### config.mk
export PLATFORM = sky130hd
export DESIGN_NAME = fifo_byte_reader_flat
export DESIGN_NICKNAME = d
export VERILOG_FILES = /design/src/rtl/fifo_byte_reader_if.sv /design/src/rtl/fifo_byte_reader.sv /design/src/flat_wrapper.sv
export SDC_FILE = /design/constraint.sdc
export NUM_CORES = 1
export LEC_CHECK = 0
export BUFFER_PORTS_ARGS = -buffer_cell sky130_fd_sc_hd__buf_2
export CORE_ASPECT_RATIO = 1.75
export CORE_MARGIN = 5
export CORE_UTILIZATION = 49
export CTS_CLUSTER_DIAMETER = 50
export DETAILED_ROUTE_END_ITERATION = 10
export PLACE_DENSITY = 0.85
export SYNTH_ARGS = -nofsm -noshare
export SYNTH_HDL_FRONTEND = slang
export SYNTH_SLANG_ARGS = --single-unit
export TNS_END_PERCENT = 10
### constraint.sdc
create_clock -name cwusb_clk -period 1.95 [get_ports cwusb_clk]
set_input_delay 0.0975 -clock cwusb_clk [delete_from_list [all_inputs] [get_ports cwusb_clk]]
set_output_delay 0.0975 -clock cwusb_clk [all_outputs]
set_load 0.05 [all_outputs]
### src/rtl/fifo_byte_reader_if.sv
// Purpose: bundles the FIFO read port and the USB host byte-read port of fifo_byte_reader.
// Latency: n/a (wires only).
// Backpressure: n/a; the host paces reads with I_byte_rd, the FIFO is drained via O_fifo_read.
// Ports:
//   I_fifo_empty / I_fifo_data / O_fifo_read       : capture FIFO read side
//   I_byte_rd / I_flush / I_clear_flags            : host controls
//   O_byte / O_data_ready / O_underrun / O_words_read : host-visible status and data
// The slave modport is the drain engine; the master modport is its environment
// (FIFO plus USB register logic).
interface fifo_byte_reader_if;
  logic        I_fifo_empty;
  logic [17:0] I_fifo_data;
  logic        O_fifo_read;
  logic        I_byte_rd;
  logic        I_flush;
  logic        I_clear_flags;
  logic [7:0]  O_byte;
  logic        O_data_ready;
  logic        O_underrun;
  logic [31:0] O_words_read;

  modport slave (
    input  I_fifo_empty, I_fifo_data, I_byte_rd, I_flush, I_clear_flags,
    output O_fifo_read, O_byte, O_data_ready, O_underrun, O_words_read
  );

  modport master (
    output I_fifo_empty, I_fifo_data, I_byte_rd, I_flush, I_clear_flags,
    input  O_fifo_read, O_byte, O_data_ready, O_underrun, O_words_read
  );
endinterface

### src/rtl/fifo_byte_reader.sv
// Purpose: pops 18-bit capture words and serves them to the USB host as 3 bytes, LSB first.
// Latency: first byte valid FIFO_RD_LATENCY+1 cycles after the FIFO goes non-empty in IDLE.
// Backpressure: host paces with I_byte_rd; next word is popped on the 3rd-byte read.
// Ports:
//   cwusb_clk : the only clock
//   reset_n   : asynchronous active-low reset
//   bus       : fifo_byte_reader_if.slave (FIFO read port, host byte port, status)
module fifo_byte_reader #(
  parameter int         FIFO_RD_LATENCY = 1,      // 1..3
  parameter logic [7:0] PAD_BYTE        = 8'h00
) (
  input  logic          cwusb_clk,
  input  logic          reset_n,
  fifo_byte_reader_if.slave bus
);

  typedef enum logic [1:0] {
    S_IDLE   = 2'd0,
    S_WAIT   = 2'd1,
    S_LOADED = 2'd2
  } state_t;

  // Last WAIT cycle, in which I_fifo_data holds the popped word.
  localparam logic [1:0] LAT_LAST = 2'(FIFO_RD_LATENCY - 1);

  state_t      state_q, state_d;
  logic [1:0]  idx_q, idx_d;
  logic [1:0]  lat_q, lat_d;
  logic [17:0] word_q, word_d;
  logic [31:0] words_q, words_d;
  logic        underrun_q, underrun_d;
  // Low during reset and for the first cycle after release, so no pop can be
  // issued while reset is asserted even if the FIFO is already non-empty.
  logic        run_q;
  logic        pop;
  logic        ready;

  always_ff @(posedge cwusb_clk or negedge reset_n) begin
    if (!reset_n) begin
      state_q    <= S_IDLE;
      idx_q      <= 2'd0;
      lat_q      <= 2'd0;
      word_q     <= 18'd0;
      words_q    <= 32'd0;
      underrun_q <= 1'b0;
      run_q      <= 1'b0;
    end else begin
      state_q    <= state_d;
      idx_q      <= idx_d;
      lat_q      <= lat_d;
      word_q     <= word_d;
      words_q    <= words_d;
      underrun_q <= underrun_d;
      run_q      <= 1'b1;
    end
  end

  assign ready = (state_q == S_LOADED);

  always_comb begin
    state_d    = state_q;
    idx_d      = idx_q;
    lat_d      = lat_q;
    word_d     = word_q;
    words_d    = words_q;
    underrun_d = underrun_q;
    pop        = 1'b0;

    // Set beats clear when both land in the same cycle.
    if (bus.I_clear_flags)           underrun_d = 1'b0;
    if (bus.I_byte_rd && !ready)     underrun_d = 1'b1;

    if (bus.I_flush) begin
      // Any in-flight word is abandoned: leaving WAIT means I_fifo_data is never captured.
      state_d = S_IDLE;
      idx_d   = 2'd0;
      lat_d   = 2'd0;
      words_d = 32'd0;
    end else begin
      case (state_q)
        S_IDLE: begin
          if (run_q && !bus.I_fifo_empty) begin
            pop     = 1'b1;
            lat_d   = 2'd0;
            state_d = S_WAIT;
          end
        end
        S_WAIT: begin
          if (lat_q == LAT_LAST) begin
            word_d  = bus.I_fifo_data;
            idx_d   = 2'd0;
            state_d = S_LOADED;
          end else begin
            lat_d = lat_q + 2'd1;
          end
        end
        S_LOADED: begin
          if (bus.I_byte_rd) begin
            if (idx_q == 2'd2) begin
              words_d = words_q + 32'd1;
              idx_d   = 2'd0;
              // Prefetch: pop the next word in the same cycle the last byte goes out.
              if (!bus.I_fifo_empty) begin
                pop     = 1'b1;
                lat_d   = 2'd0;
                state_d = S_WAIT;
              end else begin
                state_d = S_IDLE;
              end
            end else begin
              idx_d = idx_q + 2'd1;
            end
          end
        end
        default: state_d = S_IDLE;
      endcase
    end
  end

  always_comb begin
    bus.O_byte = PAD_BYTE;
    if (ready) begin
      case (idx_q)
        2'd0:    bus.O_byte = word_q[7:0];
        2'd1:    bus.O_byte = word_q[15:8];
        default: bus.O_byte = {6'b0, word_q[17:16]};
      endcase
    end
  end

  assign bus.O_fifo_read  = pop;
  assign bus.O_data_ready = ready;
  assign bus.O_underrun   = underrun_q;
  assign bus.O_words_read = words_q;

endmodule
### src/flat_wrapper.sv
// flat-port wrapper written by rule: the top's interface ports become plain ports
module fifo_byte_reader_flat 
#(
  parameter int         FIFO_RD_LATENCY = 1,             
  parameter logic [7:0] PAD_BYTE        = 8'h00
)
  (cwusb_clk, reset_n, bus_I_fifo_empty, bus_I_fifo_data, bus_I_byte_rd, bus_I_flush, bus_I_clear_flags, bus_O_fifo_read, bus_O_byte, bus_O_data_ready, bus_O_underrun, bus_O_words_read);
  fifo_byte_reader_if bus_i ();
  input  logic cwusb_clk;
  input  logic reset_n;
  input wire logic [$bits(bus_i.I_fifo_empty)-1:0] bus_I_fifo_empty;
  input wire logic [$bits(bus_i.I_fifo_data)-1:0] bus_I_fifo_data;
  input wire logic [$bits(bus_i.I_byte_rd)-1:0] bus_I_byte_rd;
  input wire logic [$bits(bus_i.I_flush)-1:0] bus_I_flush;
  input wire logic [$bits(bus_i.I_clear_flags)-1:0] bus_I_clear_flags;
  output wire logic [$bits(bus_i.O_fifo_read)-1:0] bus_O_fifo_read;
  output wire logic [$bits(bus_i.O_byte)-1:0] bus_O_byte;
  output wire logic [$bits(bus_i.O_data_ready)-1:0] bus_O_data_ready;
  output wire logic [$bits(bus_i.O_underrun)-1:0] bus_O_underrun;
  output wire logic [$bits(bus_i.O_words_read)-1:0] bus_O_words_read;
  assign bus_i.I_fifo_empty = bus_I_fifo_empty;
  assign bus_i.I_fifo_data = bus_I_fifo_data;
  assign bus_i.I_byte_rd = bus_I_byte_rd;
  assign bus_i.I_flush = bus_I_flush;
  assign bus_i.I_clear_flags = bus_I_clear_flags;
  assign bus_O_fifo_read = bus_i.O_fifo_read;
  assign bus_O_byte = bus_i.O_byte;
  assign bus_O_data_ready = bus_i.O_data_ready;
  assign bus_O_underrun = bus_i.O_underrun;
  assign bus_O_words_read = bus_i.O_words_read;
  fifo_byte_reader #(.FIFO_RD_LATENCY(FIFO_RD_LATENCY), .PAD_BYTE(PAD_BYTE)) u_core (.cwusb_clk(cwusb_clk), .reset_n(reset_n), .bus(bus_i));
endmodule
======== Word-level counts from Yosys, hierarchy flattened ========
Cells that the tools add are included.
storage, ports and cells
  flip-flop bits (word level) ............. 58
  input bits .............................. 24
  output and inout bits ................... 43
  word-level logic and storage cells ...... 72
operators by class
  add/subtract/negate cells ............... 3
  eq/ne operators ......................... 10
  mux-type cells .......................... 33
  bitwise gates (word level) .............. 1
  reduce and logical (&&, ||, !) cells .... 18
operators by type and width
  operator                 count
  $mux W32                 4
  $add A32 B1 Y32 const B  1
  $mux W2                  15
  $pmux W8 S2              1
  $ne A3 B3 Y1 const B     4
  $pmux W2 S3              2
  $reduce_and A3 Y1        3
  $mux W1                  8
  $mux W8                  1
  $reduce_bool A2 Y1       4
  $logic_not A2 Y1         3
  $ne A3 B2 Y1 const B     2
  $reduce_and A6 Y1        1
  $add A2 B1 Y2 const B    2
  $eq A2 B1 Y1 const B     2
  $eq A2 B2 Y1 const B     2
  $pmux W2 S2              1
  $reduce_and A4 Y1        1
  $reduce_bool A4 Y1       1
  $reduce_bool A3 Y1       1
  $logic_and A1 B1 Y1      2
  $logic_not A1 Y1         2
  $pmux W1 S2              1
  $not A1 Y1               1

======== Longest topological paths before layout ========
  depth after elaboration ................. 5
  depth in mapped cells ................... 8
  gate-level depth less buffers ........... 6

======== Worst setup path before layout ========
OpenSTA, ideal clock, no wires.
  path type ............................... register to register
  from .................................... reg u_core.idx_q[0]
  to ...................................... reg u_core.state_q[0]
  setup time .............................. 0.072 ns
  data arrival time ....................... 2.562 ns
  required time ........................... 1.878 ns
  path slack .............................. -0.684 ns
  stages on the path, launching flop included .. 6
  path buffers ............................ 1
  period minus slack after synthesis ...... 2.634 ns
  cells stage by stage .................... dfrtp_1 and3b_1 buf_2 mux2i_1 nor4_1 or2_2
on the way
  longest elaborated chain between the ends .. 3
ends and longest elaborated chain
  item                                RTL line                source
  start, declared                     fifo_byte_reader.sv:27  logic [1:0] idx_q, idx_d;
  start signal, assigned              fifo_byte_reader.sv:49  idx_q <= idx_d;
  $eq A2 B2 Y1                        fifo_byte_reader.sv:99  if (idx_q == 2'd2) begin
  $ne A3 B3 Y1 (no source line)       -
  $reduce_and A4 Y1 (no source line)  -
  end signal, assigned                fifo_byte_reader.sv:48  state_q <= state_d;
  end, declared                       fifo_byte_reader.sv:26  state_t state_q, state_d;
No other way between the ends.
A chain may end at the register's enable or synchronous reset.

======== Final worst setup path ========
  from .................................... reg u_core.state_q[0]
  to ...................................... out bus_O_byte[5]
on the way
  longest elaborated chain between the ends .. 2
ends and longest elaborated chain
  item           RTL line                 source
  $eq A2 B2 Y1   fifo_byte_reader.sv:58   assign ready = (state_q == S_LOADED);
  $mux W8        fifo_byte_reader.sv:122  if (ready) begin
  end, declared  flat_wrapper.sv:17       output wire logic [$bits(bus_i.O_byte)-1:0] bus_O_byte;
No other way between the ends.

==> reports/results.ini <==
[clock_network]
clockBufferDepth=2
cts_buffers=9
clk_pin_slew_ps=70
clockRootBuffer=clkbuf_8
cts_tree=built
cts_setup_buffers=0
clock_sinks=58
clkLatencyLatePin_ps=350
htreeDepth=3

[layout]
diodes=0
drive_above_1_share=0.3683
final_cell_area_sq_um=4021
area_delta_synth_final_pct=33.25
nNetsFinal=412
fin_util=0.6608

[logic_synthesis]
ys_types=44
synthFlopType=dfrtp_1
yosysSeqAreaShare=0.4809
synthArstFlopShare=1.000
synth_edf_count=0
synth_seq_cells=58
postSynthAreaPerCell_sq_um=10.41
synth_warnings=0
synthesis.area_sq_um=3018
synthesis.nets=316
synthCells=290

[timing]
period_minus_slack_ps=1866
setup_viol=0
rsz0062_at_grt=yes
finClkSkew_ps=11.53
hold_violations=0
fmax_mhz=536.0
finalCritPeriodShare=0.9567
maxSlewViolCount=0
fin_tns_setup_ps=0

[routing]
antenna_left=0
drt_wl_total_um=7791
drc=0
drtIter0Drc=183
dr_total_vias=2705
first_pass_iters=4
route.detailed.wl_per_inst_um=16.54
vias_per_cell=5.743

[worst_setup_path]
cp.arrival_ps=1770
cp-start-kind=flop
crit_type=flop to primary output
cp_max_fo=9
rr_endpoint=u_core.bus.O_words_read[25]$_DFFE_PN0P_
critical_path.startpoint=u_core.state_q[0]$_DFFE_PN0P_
cp-end-kind=primary output
worstPathRequired_ps=1850
worstReg2RegStart=u_core.state_q[0]$_DFFE_PN0P_
rr_worst_depth=4
r2r_slack_ps=100

[global_routing]
grt_max_degree=40
antenna_found_initial=0
grt.overflow.total=0
grt_pass1_wl_um=12620
grt_usage=0.2007
grt_pass1_vias=2734

[placed_design]
place_hpwl_um=5120
port_buffers=66
routabilityCongestion=0.8413
placed_area_sq_um=3542

[flow_run]
max-cap-violations=0

[floorplan]
initial_core_util=0.4959
row_count=38
die_h_um=113.8
dieWidth_um=69.33
io_pins=67
core_sq_um=6086
dieArea_sq_um=7890

[min_path]
whs_path_depth=3
hold_class=primary input to flop
min_to=u_core.bus.O_underrun$_DFFE_PN0P_
min_from=bus_I_byte_rd

[power]
seq_power_share=0.443
combPwrFrac=0.118
p_switching_uw=748.0
switching_share=0.2391
leakage_uw=0.001784
power.internal_uw=2381
p_clk_frac=0.439
vdd_drop_max_v=0.0007475
pwr_density_cell_nw_per_um2=778.0

[status]
status=finished clean

[state kept, by name, indices dropped and copies added (netlist names)]
name,count
u_core.bus.O_underrun,1
u_core.bus.O_words_read,32
u_core.idx_q,2
u_core.lat_q,2
u_core.run_q,1
u_core.state_q,2
u_core.word_q,18
[worst max-delay path, cell delays in order, from the launching register on]
cell      delay [ps]
dfrtp_1          430
nand2b_4         170
buf_4            160
inv_1            180
nand2b_4         120
nor2_1           140
buf_4            210
[metal layers]
layer / vias up / global-route usage / part of all wire
li1: 1257 / - / -
met4: 0 / 0.09778 / 0.025
met5: - / 0 / 0
met1: 1347 / 0.2002 / 0.36
met2: 79 / 0.3756 / 0.56
met3: 22 / 0.05644 / 0.061
[final cells by class]
cell class                 instances  area [sq um]
inverter                           7         26.28
clock buffer                      11         141.4
clock inverter                     5         102.6
fill                             486          2064
multi-input combinational        206          1469
sequential                        58          1464
timing repair buffer             104         718.2
tap                               80         100.1
[cells in the final DEF (no fill, tap or decap), types with 2 or more instances in the layout]
master         instances
a21oi_1               22
buf_12                 3
clkbuf_8              10
nor4_2                 3
ha_1                   2
nor3b_1                2
nor4_1                 7
and3_1                 3
dfrtp_2               10
dfrtp_1               48
o21ai_0                5
or3_1                  4
xor2_1                 4
nand4_1                8
mux2_1                 2
buf_4                 21
mux2i_1                9
nand3_1               13
nor2_1                26
mux2_2                23
dlygate4sd3_1         20
and4_1                 4
buf_2                 60
xnor2_1                4
bufinv_16              3
nand2b_4               2
nand2_1               12
or4_1                 15
o31ai_1               14
inv_1                  7
nor2b_1                6
[Yosys cell counts (2+ instances only)]
master	instances	area share
buf_6	3	0.011
nand3_1	13	0.022
and4_1	4	0.012
ha_1	2	0.0083
a21oi_1	22	0.036
o21ai_0	5	0.0083
xor2_1	4	0.012
clkbuf_1	12	0.015
or3_1	4	0.0083
dfrtp_1	58	0.48
nor4_1	10	0.021
or4_1	15	0.037
mux2i_1	9	0.030
nand4_1	8	0.017
and3_1	3	0.0062
mux2_1	2	0.0075
nor2b_1	6	0.012
o31ai_1	14	0.035
buf_2	3	0.0050
nor2_1	26	0.032
mux2_2	23	0.086
nor3b_1	2	0.0050
nand2_1	12	0.015
xnor2_1	4	0.012
inv_1	7	0.0087
[power by group through the flow]
stage | Combinational [uW] | Clock [uW] | Sequential [uW]
6_report | 369 | 1370 | 1390
5_1_grt | 404 | 1450 | 1400
4_1_cts | 358 | 1390 | 1380
3_5_place_dp | 319 | 0 | 1400
3_3_place_gp | 307 | 0 | 1390
2_1_floorplan | 223 | 0 | 1380
[stage by stage]
stage          worst slack [ps]  total power, uW  cells  hold slack, ps
2_1_floorplan            -135.8             1607    290          -198.1
3_3_place_gp              135.9             1697    435           80.31
3_5_place_dp              62.65             1719    435           84.53
4_1_cts                   50.79             3128    471           18.42
5_1_grt                  -15.03             3253    471           51.92
6_report                  84.38             3129    471           41.94
[worst max path at each step]
stage	cells past startpoint	endpoint	slack (ps)
3_5_place_dp	4	u_core.bus.O_words_read[29]$_DFFE_PN0P_	60
3_3_place_gp	4	u_core.bus.O_words_read[29]$_DFFE_PN0P_	140
2_1_floorplan	6	bus_O_byte[2]	-140
4_1_cts	4	u_core.bus.O_words_read[29]$_DFFE_PN0P_	50
6_report	6	bus_O_byte[5]	80
5_1_grt	6	bus_O_byte[5]	-20
[kinds of logic (layout without fill, tap and decap cells)]
logic type | count (synthesis) | in the layout | synth area share
adder cells (fa/ha/maj) | 2 | 2 | 0.008291
AO/OA/AOI/OAI | 46 | 46 | 0.09370
buffers and inverters | 26 | 127 | 0.04104
flip-flops | 58 | 58 | 0.4809
other | 1 | 1 | 0.001243
multiplexers | 34 | 34 | 0.1231
AND/OR/NAND/NOR | 115 | 115 | 0.2284
XOR/XNOR | 8 | 8 | 0.02321
[what timing repair did]
action / CTS / global route
setup endpoints to repair: 6 / 8
hold endpoints to repair: 38 / 0
resized for setup: 7 / 3
hold buffers: 20 / 0
pin swaps: 0 / 0
Note: power is estimated with default switching activity, not from simulation.
